**config.mk**
```make
export PLATFORM = sky130hd
export DESIGN_NAME = pc_fetch_ctrl_flat
export DESIGN_NICKNAME = d
export VERILOG_FILES = /design/src/rtl/pc_fetch_if.sv /design/src/rtl/pc_fetch_ctrl.sv /design/src/flat_wrapper.sv
export SDC_FILE = /design/constraint.sdc
export NUM_CORES = 1
export LEC_CHECK = 0
export BUFFER_PORTS_ARGS = -buffer_cell sky130_fd_sc_hd__buf_2
export CELL_PAD_IN_SITES_DETAIL_PLACEMENT = 1
export CELL_PAD_IN_SITES_GLOBAL_PLACEMENT = 1
export CORE_MARGIN = 1.5
export CORE_UTILIZATION = 39
export CTS_CLUSTER_SIZE = 12
export DETAILED_ROUTE_END_ITERATION = 16
export GPL_ROUTABILITY_DRIVEN = 0
export MAX_ROUTING_LAYER = met4
export PLACE_DENSITY_LB_ADDON = 0.1
export SLEW_MARGIN = 15
export SYNTH_ARGS = -nofsm -noshare
export SYNTH_HDL_FRONTEND = slang
export SYNTH_SLANG_ARGS = --single-unit
```
**constraint.sdc**
```tcl
create_clock -name clk -period 2.2 [get_ports clk]
set_input_delay 0.22 -clock clk [delete_from_list [all_inputs] [get_ports clk]]
set_output_delay 0.22 -clock clk [all_outputs]
set_load 0.02 [all_outputs]
```
**src/rtl/pc_fetch_if.sv**
```systemverilog
// pc_fetch_if: fetch-address handshake between the PC sequencer and instruction memory
interface pc_fetch_if #(parameter int AW = 32);
    logic          if_req;
    logic          if_ready;
    logic [AW-1:0] pc;
    logic [AW-1:0] pc_plus4;
    modport master (output if_req, pc, pc_plus4, input if_ready);
    modport slave  (input if_req, pc, pc_plus4, output if_ready);
endinterface

```
**src/rtl/pc_fetch_ctrl.sv**
```systemverilog
// pc_fetch_ctrl: fetch PC register and next-PC sequencer with one-instruction delay slot
module pc_fetch_ctrl #(
    parameter logic [31:0] RESET_PC = 32'h0000_3000,
    parameter int          AW       = 32
) (
    input  logic          clk,
    input  logic          rst_n,
    input  logic          stall,
    pc_fetch_if.master    fif,
    input  logic          d_valid,
    input  logic [AW-1:0] d_pc,
    input  logic [1:0]    d_kind,
    input  logic          jump,
    input  logic [15:0]   d_imm16,
    input  logic [25:0]   d_idx26,
    input  logic [AW-1:0] jr_addr,
    output logic [AW-1:0] link_addr,
    output logic          redir_pend,
    output logic          slot_err
);
    typedef enum logic {RUN, PEND} state_t;
    state_t        state, state_nxt;
    logic [AW-1:0] pc, pend_tgt, target, pc_nxt, d_pc4, br_tgt, j_tgt;
    logic          req, acc, dc, tk, ld_pend;

    // A stalled cycle can neither accept a fetch nor consume the D-stage instruction
    assign acc       = req & fif.if_ready & ~stall;
    assign dc        = d_valid & ~stall;
    assign tk        = dc & (d_kind == 2'd1 ? jump : d_kind != 2'd0);
    assign d_pc4     = d_pc + 32'd4;
    assign link_addr = d_pc + 32'd8;
    assign br_tgt    = d_pc4 + {{14{d_imm16[15]}}, d_imm16, 2'b00};
    assign j_tgt     = {d_pc4[AW-1:AW-4], d_idx26, 2'b00};
    assign target    = d_kind == 2'd1 ? br_tgt : d_kind == 2'd2 ? j_tgt : jr_addr;

    assign fif.if_req   = req;
    assign fif.pc       = pc;
    assign fif.pc_plus4 = pc + 32'd4;

    // State register: RUN, or PEND while a redirect waits for its delay-slot fetch
    always_ff @(posedge clk or negedge rst_n) begin
        if (!rst_n) state <= RUN;
        else        state <= state_nxt;
    end

    // Next state: a redirect that misses the accept parks in PEND until the next accept
    always_comb begin
        state_nxt = state == RUN ? ((tk & ~acc) ? PEND : RUN) : (acc ? RUN : PEND);
    end

    // Outputs: pending target wins, then a fresh redirect, else sequential
    always_comb begin
        redir_pend = state == PEND;
        ld_pend    = (state == RUN) & tk & ~acc;
        pc_nxt     = state == PEND ? pend_tgt : tk ? target : pc + 32'd4;
    end

    // Datapath registers; a redirect seen while PEND is dropped but flagged sticky
    always_ff @(posedge clk or negedge rst_n) begin
        if (!rst_n) begin
            pc       <= RESET_PC;
            req      <= 1'b0;
            pend_tgt <= '0;
            slot_err <= 1'b0;
        end else begin
            req      <= 1'b1;
            if (acc) pc <= pc_nxt;
            if (ld_pend) pend_tgt <= target;
            slot_err <= slot_err | (redir_pend & tk);
        end
    end
endmodule

```
**src/flat_wrapper.sv**
```systemverilog
// flat-port wrapper written by rule: the top's interface ports become plain ports
module pc_fetch_ctrl_flat 
#(
    parameter logic [31:0] RESET_PC = 32'h0000_3000,
    parameter int          AW       = 32
)
  (clk, rst_n, stall, d_valid, d_pc, d_kind, jump, d_imm16, d_idx26, jr_addr, link_addr, redir_pend, slot_err, fif_if_req, fif_pc, fif_pc_plus4, fif_if_ready);
  pc_fetch_if #(.AW(AW)) fif_i ();
  input  logic clk;
  input  logic rst_n;
  input  logic stall;
  input  logic d_valid;
  input  logic [AW-1:0] d_pc;
  input  logic [1:0] d_kind;
  input  logic jump;
  input  logic [15:0] d_imm16;
  input  logic [25:0] d_idx26;
  input  logic [AW-1:0] jr_addr;
  output logic [AW-1:0] link_addr;
  output logic redir_pend;
  output logic slot_err;
  output wire logic [$bits(fif_i.if_req)-1:0] fif_if_req;
  output wire logic [$bits(fif_i.pc)-1:0] fif_pc;
  output wire logic [$bits(fif_i.pc_plus4)-1:0] fif_pc_plus4;
  input wire logic [$bits(fif_i.if_ready)-1:0] fif_if_ready;
  assign fif_if_req = fif_i.if_req;
  assign fif_pc = fif_i.pc;
  assign fif_pc_plus4 = fif_i.pc_plus4;
  assign fif_i.if_ready = fif_if_ready;
  pc_fetch_ctrl #(.RESET_PC(RESET_PC), .AW(AW)) u_core (.clk(clk), .rst_n(rst_n), .stall(stall), .fif(fif_i), .d_valid(d_valid), .d_pc(d_pc), .d_kind(d_kind), .jump(jump), .d_imm16(d_imm16), .d_idx26(d_idx26), .jr_addr(jr_addr), .link_addr(link_addr), .redir_pend(redir_pend), .slot_err(slot_err));
endmodule
```
==> results_dict.tcl, run 1 <==
set metrics [dict create \
    outcome "stopped before the end" \
    haltStage "global routing" \
    tool.error "[ERROR GRT-0232] Routing congestion too high. Check the congestion heatmap in the GUI." \
    grt_util_all_layers 0.8568 \
    synth_cell_types 91 \
    placed_cells 1623 \
    clock-sinks 67 \
    worst-endpoint-pin-kind "register data pin" \
    syn_nets 1128 \
    die_h_um 141.9 \
    synth_top_cells_by_count "145 x nand2_1, 67 x a21oi_1, 65 x dfrtp_1, 65 x nor2_1, 61 x xnor2_1" \
    yosysWarnings 0 \
    avgSynthCellArea_um2 7.706 \
    place_ws_ns -1.238 \
    synth_area_mm2 0.007528 \
    dpl.hpwl_mm 25.12 \
    synth_edf_count 0 \
    yosys.area.top_type "dfrtp_1" \
    antenna_found_initial 5 \
    max-clock-path-buffers 2 \
    yosysSeqAreaShare 0.2230 \
    root_buffer "clkbuf_16" \
    synth.most_common_cell "nand2_1" \
    initial_core_util 0.3998 \
    die_x_um 141.9 \
    synth_top_area_share 0.2161 \
    port_buffers 212 \
    synthTopCellsByArea "dfrtp_1 22%, nand2_1 7.2%, xnor2_1 7.1%, ha_1 6.0%, a21oi_1 4.5%" \
    synth_seq_cells 67 \
    overflow 371 \
    cts_buffers 9 \
    row_count 50 \
    synthArstFlopShare 1.000 \
    synth_flop_cell "dfrtp_1" \
    ioPinCount 213 \
    worst_endpoint "u_core.fif.pc[30]$_DFFE_PN0P_/D" \
    synth_cells 977 \
    htreeDepth 3 \
    grt_max_degree 80 \
]
-- metrics by stage --
step	cell area, µm²	hold slack, ns
floorplan	7785	-0.07559
detailed placement	10630	0.2708
global placement	10630	0.2692
CTS	12150	0.2389
-- what timing repair did --
| item | CTS |
|---|---|
| hold buffers | 1 |
| pin swaps | 104 |
| buffers inserted | 52 |
| endpoints found under the hold margin | 65 |
| gates resized for setup | 185 |
| endpoints found under the setup margin | 69 |
-- cells by family after synthesis --
group,count (synthesis),share of synthesized area
AOI/OAI and AO/OA,268,0.2443
xor gates and xnor gates,98,0.1150
adders and majority gates,37,0.06249
buffers and inverters,83,0.05351
DFF,67,0.2230
muxes,30,0.04105
other,1,0.0004981
and+or+nand+nor,393,0.2601
-- per-layer routing --
layer / overflow / GRT usage
met1: 7 / 0.8096
met3: 4 / 0.6417
met4: 148 / 0.9788
met2: 212 / 1.021
met5: - / -
==> run 2, diff against run 1 <==
CELL_PAD_IN_SITES_DETAIL_PLACEMENT = unset   (was 1)
CELL_PAD_IN_SITES_GLOBAL_PLACEMENT = unset   (was 1)
CORE_UTILIZATION = 30   (was 39)
CTS_CLUSTER_SIZE = unset   (was 12)
MAX_ROUTING_LAYER = unset   (was met4)
PLACE_DENSITY_LB_ADDON = 0.15   (was 0.1)
==> run 2 against run 1 <==
Net effect:
- the flow now finishes, with violations (negative hold slack, negative setup slack)
- area after synthesis unchanged
- synthesized cell count stayed put
==> results_dict.tcl, run 2 <==
set metrics [dict create \
    num_vias 9009 \
    firstDrtPassIters 5 \
    routedWlPerCell_um 16.88 \
    viasPerCell 5.058 \
    synth_flop_cell "dfrtp_1" \
    die_area_mm2 0.02605 \
    syn_nets 1128 \
    wl_mm 30.06 \
    reg.largest.list "u_core.fif.pc x32, u_core.pend_tgt x32" \
    initial_core_util 0.3078 \
    synth_top_area_share 0.2161 \
    drtIter0Drc 415 \
    rsz0062_at_grt "true" \
    synthTopCellsByArea "dfrtp_1 22%, nand2_1 7.2%, xnor2_1 7.1%, ha_1 6.0%, a21oi_1 4.5%" \
    grt_pass1_vias 8517 \
    yosysSeqAreaShare 0.2230 \
    die_x_um 161.4 \
    critical_path_arrival_ns 3.10 \
    setup_violations 65 \
    cp_max_fo 4 \
    clock-sinks 67 \
    fmax_mhz 347.4 \
    maxSlewHeadroom 0.4381 \
    clk_pin_slew_ns 0.06 \
    core-area_mm2 0.02446 \
    antenna_found_initial 4 \
    root_buffer "clkbuf_16" \
    critical_path_class "in2reg" \
    antenna_left 0 \
    holdCritPathClass "in2async" \
    synthArstFlopShare 1.000 \
    worstMarginPinSlew_ns 0.8428 \
    setup_slack_ns -0.6788 \
    layout_commonest_cell "buf_4" \
    worstSkewPairLatency_ns 0.33 \
    synth_area_mm2 0.007528 \
    synth_top_cells_by_count "145 x nand2_1, 67 x a21oi_1, 65 x dfrtp_1, 65 x nor2_1, 61 x xnor2_1" \
    finalMaxSlewViolations 0 \
    synth_cell_types 91 \
    synth_cells 977 \
    finalCritPeriodShare 1.309 \
    drive_above_1_share 0.5398 \
    maxCapViolations 0 \
    place_ws_ns -1.127 \
    placed_cells 1690 \
    outcome "finished, violations left" \
    required_ns 2.42 \
    yosys.area.top_type "dfrtp_1" \
    row_count 57 \
    power_density_mw_per_mm2 635.0 \
    violations "negative hold slack, negative setup slack" \
    drc 0 \
    synth_seq_cells 67 \
    avgSynthCellArea_um2 7.706 \
    htreeDepth 3 \
    cp-end-kind "flip-flop" \
    hold_violations 10 \
    overflow 0 \
    grt_pass1_wl_mm 46.14 \
    port_buffers 212 \
    cts_buffers 9 \
    max-clock-path-buffers 2 \
    grt_util_all_layers 0.2216 \
    final_cell_mix "282 x buf_4, 179 x buf_2, 131 x nand2_1" \
    synth.most_common_cell "nand2_1" \
    yosysWarnings 0 \
    grt_max_degree 71 \
    holdWs_ns -0.004254 \
    power.leakage_nw 6.157 \
    ioPinCount 213 \
    fin_skew_ns 0.01101 \
    dpl.hpwl_mm 23.38 \
    fin_nets 1602 \
    die_h_um 161.4 \
    final_util 0.5377 \
    fin_crit_ns 2.879 \
    worstSetupStartpointType "input pin" \
    cts_tree "built" \
    synth_edf_count 0 \
    power.total_mw 8.352 \
    ir_drop_v 0.0005179 \
    layoutNonFillerInstCount 1781 \
    syn2layout_area_growth_pct 74.72 \
]
[run 2: cell counts after synthesis]
No cell type changed its count.
[run 2: logic make-up (layout without fill, tap and decap cells)]
logic type | count (synthesis) | after routing | synth area share
simple gates | 393 | 393 | 0.2601
compound gates | 268 | 268 | 0.2443
xor+xnor | 98 | 98 | 0.1150
buf+inv | 83 | 562 | 0.05351
flops | 67 | 67 | 0.2230
fa+ha+maj | 37 | 37 | 0.06249
mux | 30 | 30 | 0.04105
other cells | 1 | 2 | 0.0004981
[run 2: timing repair]
item	4_1_cts	5_1_grt
gates resized for setup	176	155
pin swaps	95	135
hold buffers	0	0
endpoints found under the setup margin	70	77
setup buffers	45	43
[run 2: through the flow]
step	area (µm²)	hold slack [ns]	TNS, ns
floorplan	7785	-0.07559	-20.13
global placement	10760	0.3854	-42.26
detailed placement	10760	0.3775	-44.89
CTS	12200	0.02277	-22.81
global route	13150	0.07413	-32.29
finish	13150	-0.004254	-24.26
[run 2: per-layer routing]
layer	up-vias	track usage	wire length, µm
li1	4495	-	-
met1	4224	0.3024	13650
met2	241	0.3683	14330
met3	43	0.02696	1382
met4	6	0.05892	654
met5	-	0	39
[run 2: path summary, 6_finish.rpt]
| path | cells after the start | to | startpoint | slack (ns) |
|---|---|---|---|---|
| min reg2reg | 1 | u_core.slot_err | u_core.slot_err | 0.46 |
| max reg2reg | 11 | u_core.fif.pc[31] | u_core.fif.pc[2] | -0.03 |
| max | 17 | u_core.fif.pc[30] | d_pc[3] | -0.68 |
| min | 1 | u_core.pend_tgt[3] | rst_n | -0.004 |
| min in group clk | 3 | u_core.pend_tgt[0] | jr_addr[0] | 0.26 |
| max in group asynchronous | 2 | u_core.redir_pend | rst_n | 1.56 |
[run 2: worst max-delay path, cell delays in order]
cell and delay [ns]:
buf_8 0.10, buf_6 0.11, ha_4 0.15, buf_6 0.11
buf_6 0.11, nand3_4 0.06, xnor2_2 0.07, ha_1 0.33
o211ai_1 0.18, o211ai_4 0.26, a31oi_4 0.15, or3b_4 0.41
a21oi_4 0.22, buf_6 0.13, a21oi_4 0.05, a2111oi_4 0.33
o21ai_1 0.09
[run 2: report_power, final]
group	total, mW	switching [mW]	internal (mW)
clock network	1.65	0.543	1.11
registers	1.90	0.288	1.62
logic	4.80	2.55	2.25
[run 2: layout make-up]
type,instances,area (µm²)
diodes,1,2.502
clock buffers,10,229.0
inverters,17,63.81
repair buffers,529,3842
clock inverters,6,113.9
flip-flops and latches,67,1682
multi-input cells,827,6815
fillers,2335,11310
well taps,324,405.4
(Power assumes the default switching activity.)
==> run 3, diff against run 2 <==
ABC_AREA = 1   (was unset)
==> run 3 against run 2 <==
Net effect:
- first-iteration DRC count increased by 24%
- routed wire length up 8.3%
- sequential power down 3%
- the flow finishes with violations (negative setup slack)
- core utilization rose by 0.31 points
- area after synthesis grew 2.6%
- final cell count rose by 14%
- worst hold slack gained 0.25 ns
- flip-flop and latch count unchanged
- global-route usage is 1.3 points higher
- combinational power fell by 4%
- critical endpoint is now u_core.fif.pc[26]
==> results_dict.tcl, run 3 <==
set metrics [dict create \
    placed_area_mm2 0.01076 \
    cts_tree "built" \
    place_ws_ns -0.9435 \
    setup_slack_ns -0.3128 \
    die_x_um 163.4 \
    grt_pass1_vias 9343 \
    synth_edf_count 0 \
    holdWs_ns 0.2411 \
    final_util 0.5408 \
    critical_path_class "in2reg" \
    synth_flop_cell "dfrtp_1" \
    cp_max_fo 3 \
    violations "negative setup slack" \
    rr_startpoint "u_core.fif.pc[13]" \
    worstSetupStartpointType "input pin" \
    outcome "finished, violations left" \
    max-clock-path-buffers 2 \
    synth.most_common_cell "nand2_1" \
    hold_depth 4 \
    viasPerCell 4.798 \
    rsz0062_at_grt "true" \
    routedWlPerCell_um 15.98 \
    design_area_mm2 0.01366 \
    fin_crit_ns 2.513 \
    grt_pass1_wl_mm 48.73 \
    ir_drop_v 0.0005775 \
    firstDrtPassIters 5 \
    fin_skew_ns 0.007664 \
    num_antenna_cells 0 \
    antenna_found_initial 1 \
    grt_max_degree 68 \
    setup_tns_ns -8.058 \
    initial_core_util 0.3057 \
    overflow 0 \
    regToRegEndpoint "u_core.fif.pc[26]" \
    maxCapViolations 0 \
    synth_top_area_share 0.2212 \
    ioPinCount 213 \
    maxSlewHeadroom 0.6638 \
    hold_violations 0 \
    fmax_mhz 398.0 \
    min_to "u_core.pend_tgt[1]" \
    num_vias 9773 \
    synth_cell_types 49 \
    synth_cells 1236 \
    rrSetupSlack_ns 0.29 \
    setup_violations 40 \
    reg.largest.list "u_core.fif.pc x32, u_core.pend_tgt x32" \
    holdCritPathClass "in2reg" \
    worstSkewPairLatency_ns 0.33 \
    final_cell_mix "321 x nand2_1, 250 x buf_4, 183 x buf_2" \
    critical_path_arrival_ns 2.73 \
    die_area_mm2 0.02671 \
    min-delay-start "jr_addr[1]" \
    clock-sinks 67 \
    row_count 58 \
    avgSynthCellArea_um2 6.247 \
    fin_nets 1855 \
    synth_seq_cells 67 \
    syn_nets 1387 \
    power.leakage_nw 6.829 \
    wl_mm 32.55 \
    die_h_um 163.4 \
    core-area_mm2 0.02525 \
    yosysSeqAreaShare 0.2175 \
    dpl.hpwl_mm 25.35 \
    drive_above_1_share 0.5431 \
    grt_util_all_layers 0.2343 \
    cts_buffers 9 \
    antenna_left 0 \
    cp-end-kind "flip-flop" \
    synthArstFlopShare 1.000 \
    syn2layout_area_growth_pct 76.88 \
    synth_top_cells_by_count "455 x nand2_1, 130 x inv_1, 118 x nor2_1, 66 x a21oi_1, 65 x dfrtp_1" \
    required_ns 2.42 \
    port_buffers 212 \
    finalCritPeriodShare 1.142 \
    rr_worst_depth 8 \
    drc 0 \
    finalMaxSlewViolations 0 \
    clk_pin_slew_ns 0.06 \
    drtIter0Drc 515 \
    yosys.area.top_type "nand2_1" \
    synth_area_mm2 0.007721 \
    worstMarginPinSlew_ns 0.5044 \
    yosysWarnings 0 \
    layout_commonest_cell "nand2_1" \
    power_density_mw_per_mm2 580.2 \
    synthTopCellsByArea "nand2_1 22%, dfrtp_1 21%, xor2_1 6.6%, inv_1 6.3%, ha_1 5.8%" \
    htreeDepth 3 \
    root_buffer "clkbuf_16" \
]
-- run 3: cell count changes after synthesis, moves of 27 or more --
cell	previous run	this run
nand2_1	145	455
inv_1	17	130
nor2_1	65	118
xnor2_1	61	13
o21ai_0	60	25
a22oi_1	5	32
-- run 3: kinds of logic after synthesis --
logic type | after synthesis | synth area share
buf+inv | 171 | 0.09399
mux | 1 | 0.001296
xor+xnor | 76 | 0.09107
flops | 67 | 0.2175
compound gates | 154 | 0.1211
fa+ha+maj | 37 | 0.06093
simple gates | 729 | 0.4137
other cells | 1 | 0.0004857
-- run 3: worst max-delay path by stage --
stage / to / slack [ns] / start
6_report: u_core.fif.pc[26] / -0.31 / d_pc[4]
5_1_grt: u_core.fif.pc[26] / -0.46 / d_pc[4]
4_1_cts: u_core.pend_tgt[29] / -0.28 / d_pc[3]
3_5_place_dp: u_core.fif.pc[26] / -0.94 / d_pc[14]
3_3_place_gp: u_core.fif.pc[26] / -0.99 / d_pc[14]
2_1_floorplan: u_core.fif.pc[15] / -0.41 / d_pc[3]
-- run 3: power breakdown --
group / total [mW] / internal, mW / switching (mW)
registers: 1.84 / 1.57 / 0.271
logic: 4.62 / 1.91 / 2.71
clock network: 1.46 / 0.955 / 0.509
total: 7.92 / 4.43 / 3.49
-- run 3: metrics by stage --
step / power, mW / cells
after floorplan: 3.967 / 1236
after global placement: 5.530 / 1955
after detailed placement: 5.552 / 1955
after CTS: 7.336 / 2000
after global routing: 8.437 / 2037
final: 7.923 / 2037
-- run 3: per-layer routing --
layer / up-vias / track usage / routed length (µm)
met5: - / 0 / 14
met4: 2 / 0.08257 / 1116
met3: 62 / 0.03098 / 1812
met2: 312 / 0.4081 / 15910
met1: 4514 / 0.2945 / 13700
li1: 4883 / - / -
-- run 3: cell type report --
class | count | area, µm²
Multi-Input combinational cell | 998 | 7234
Inverter | 134 | 511.7
Tap cell | 330 | 412.9
Sequential cell | 67 | 1683
Fill cell | 2437 | 11600
Timing Repair Buffer | 494 | 3513
Clock inverter | 2 | 35.03
Clock buffer | 12 | 266.5
-- run 3: worst max-delay path, stage by stage --
cell and delay, ns:
buf_8 0.08, ha_4 0.16, nand3_4 0.09, nor2_4 0.10, nand2_2 0.08, inv_2 0.08, nand4_1 0.14, xnor2_2 0.17
mux2i_1 0.16, inv_2 0.09, ha_4 0.29, buf_6 0.10, inv_4 0.03, nor3_4 0.19, nand2_2 0.12, nor2_2 0.13
nand2_2 0.11, nand3_2 0.08, nand2_1 0.06, nand3_2 0.07, nand2_2 0.06, nand2_2 0.07, a21oi_2 0.04
-- run 3: timing repair --
item,in CTS,in global routing
pin swaps,101,123
endpoints found under the hold margin,65,0
buffers inserted,31,39
hold buffers,1,0
gates resized for setup,214,306
endpoints found under the setup margin,60,68
==> run 4, diff against run 3 <==
CELL_PAD_IN_SITES_DETAIL_PLACEMENT = 2   (was unset)
CELL_PAD_IN_SITES_GLOBAL_PLACEMENT = 2   (was unset)
CORE_UTILIZATION = 28   (was 30)
GPL_TIMING_DRIVEN = 0   (was unset)
==> run 4 against run 3 <==
Net effect:
- the flow still finishes with violations (negative setup slack)
- sequential share of layout area increased by 0.76 points
- clock power increased by 16%
- sequential power increased by 9%
- clock-buffer cell count decreased by 1
- combinational power increased by 5.4%
- die area increased by 7.0%
- cell area decreased by 5.2%
- first-iteration DRC count increased by 5.6%
- highest routed layer is now met4
==> results_dict.tcl, run 4 (same netlist as run 3, synthesis figures left out) <==
set metrics [dict create \
    outcome "finished, violations left" \
    ir_drop_v 0.0004059 \
    required_ns 2.47 \
    cp-end-kind "flip-flop" \
    die_x_um 169.1 \
    grt_max_degree 45 \
    antenna_found_initial 0 \
    overflow 0 \
    drc 0 \
    path_cells "buf_6 -> nand2_2 -> nor2_4 -> nand2_4 -> nor2_4 -> nand2_2 -> xor2_1 -> inv_1 -> ha_4 -> nand2_4 -> inv_1 -> nand2_1 -> nand3_2 -> inv_1 -> nand2_1 -> nand2_1 -> nand3_2 -> nand2_2 -> nand3_2 -> nand2_2 -> nand2_1 -> a21oi_2" \
    power_density_mw_per_mm2 661.6 \
    setup_violations 70 \
    worstMarginPinSlew_ns 0.9447 \
    num_antenna_cells 0 \
    fin_crit_ns 2.852 \
    final_cell_mix "316 x nand2_1, 179 x buf_2, 130 x buf_4" \
    maxSlewHeadroom 0.3702 \
    power.leakage_nw 6.254 \
    num_vias 10490 \
    fin_skew_ns 0.008442 \
    grt_util_all_layers 0.2976 \
    grt_pass1_vias 11090 \
    setup_slack_ns -0.6516 \
    drtIter0Drc 544 \
    place_ws_ns -1.392 \
    critPathMaxStageDelay_ns 0.30 \
    final_util 0.4790 \
    critical_path_class "in2reg" \
    drive_above_1_share 0.5101 \
    max-clock-path-buffers 2 \
    root_buffer "clkbuf_16" \
    rsz0062_at_grt "true" \
    port_buffers 210 \
    critical_path_arrival_ns 3.12 \
    fmax_mhz 350.7 \
    viasPerCell 5.439 \
    routedWlPerCell_um 26.71 \
    reg.largest.list "u_core.fif.pc x32, u_core.pend_tgt x32" \
    placed_cells 1788 \
    htreeDepth 3 \
    initial_core_util 0.2857 \
    holdWs_ns 0.2242 \
    clk_pin_slew_ns 0.06 \
    layoutNonFillerInstCount 1929 \
    maxCapViolations 0 \
    worstSetupStartpointType "input pin" \
    firstDrtPassIters 7 \
    violations "negative setup slack" \
    wl_mm 51.52 \
    core-area_mm2 0.02703 \
    dpl.hpwl_mm 29.73 \
    antenna_left 0 \
    ioPinCount 213 \
    holdCritPathClass "in2reg" \
    grt_pass1_wl_mm 65.03 \
    syn2layout_area_growth_pct 67.67 \
    fin_nets 1734 \
    cp_max_fo 5 \
    cts_tree "built" \
    clock-sinks 67 \
    worstSkewPairLatency_ns 0.34 \
    hold_violations 0 \
    layout_commonest_cell "nand2_1" \
    die_h_um 169.1 \
    cts_buffers 9 \
    crit_path_top_delay_cell "ha_4" \
    die_area_mm2 0.02858 \
    finalCritPeriodShare 1.296 \
    finalMaxSlewViolations 0 \
    row_count 60 \
]
[run 4: cell types whose count changed in the layout (fill, tap and decap cells not counted), sizes merged]
cell	previous run	this run
buf	489	350
bufinv	1	3
clkbuf	16	33
clkinv	1	2
[run 4: area by class of cell]
cell class | instances | area [µm²]
buffer | 37 | 226.5
clock buffer | 11 | 242.7
clock inverter | 5 | 100.1
fill | 3032 | 14080
inverter | 134 | 521.8
multi-input combinational | 998 | 7461
sequential | 67 | 1694
tap | 341 | 426.7
timing repair buffer | 336 | 2273
[run 4: layer usage]
| metal | up-vias | wire (µm) | global-route usage |
|---|---|---|---|
| li1 | 4635 | - | - |
| met1 | 5284 | 18610 | 0.3248 |
| met2 | 387 | 27570 | 0.5762 |
| met3 | 185 | 1651 | 0.02595 |
| met4 | 0 | 3689 | 0.1412 |
| met5 | - | 0 | 0 |
[run 4: where the power goes]
part	leakage [nW]	internal (mW)	total, mW	switching (mW)
logic	5.30	1.82	4.87	3.05
clock network	0.169	1.14	1.69	0.558
registers	0.782	1.58	2.01	0.428
total	6.25	4.53	8.57	4.03
[run 4: stage by stage]
step                      area (µm²)  setup TNS (ns)  power, mW
after global placement          9341          -43.82      5.117
after global routing           12950          -29.60      8.929
after floorplan                 7864          -10.12      3.967
after detailed placement        9371          -47.92      5.247
final                          12950          -23.11      8.565
after CTS                      11700          -9.525      7.676
[run 4: worst max-delay path, delay by kind of cell]
kind	cells	cell delay, ns
AO/OA/AOI/OAI	1	0.14
XOR/XNOR	1	0.26
buffers and inverters	4	0.42
AND/OR/NAND/NOR	15	1.79
adder cells (fa/ha/maj)	1	0.30
[run 4: timing repair]
| action | in CTS | in global routing |
|---|---|---|
| hold buffers | 1 | 0 |
| setup endpoints to repair | 70 | 74 |
| hold endpoints to repair | 23 | 0 |
| buffers inserted | 69 | 58 |
| pin swaps | 128 | 116 |
| resized for setup | 359 | 220 |
[run 4: final timing paths]
path,slack [ns],from,cells past startpoint,endpoint
max in group asynchronous,1.25,rst_n,3,u_core.fif.pc[13]
worst min register to register,0.48,u_core.pend_tgt[21],2,u_core.pend_tgt[21]
worst max-delay path,-0.65,d_pc[8],22,u_core.fif.pc[25]
worst max register to register,-0.03,u_core.fif.pc[13],10,u_core.fif.pc[21]
min in group asynchronous,0.35,rst_n,2,u_core.fif.pc[4]
worst min-delay path,0.22,jr_addr[3],5,u_core.pend_tgt[3]
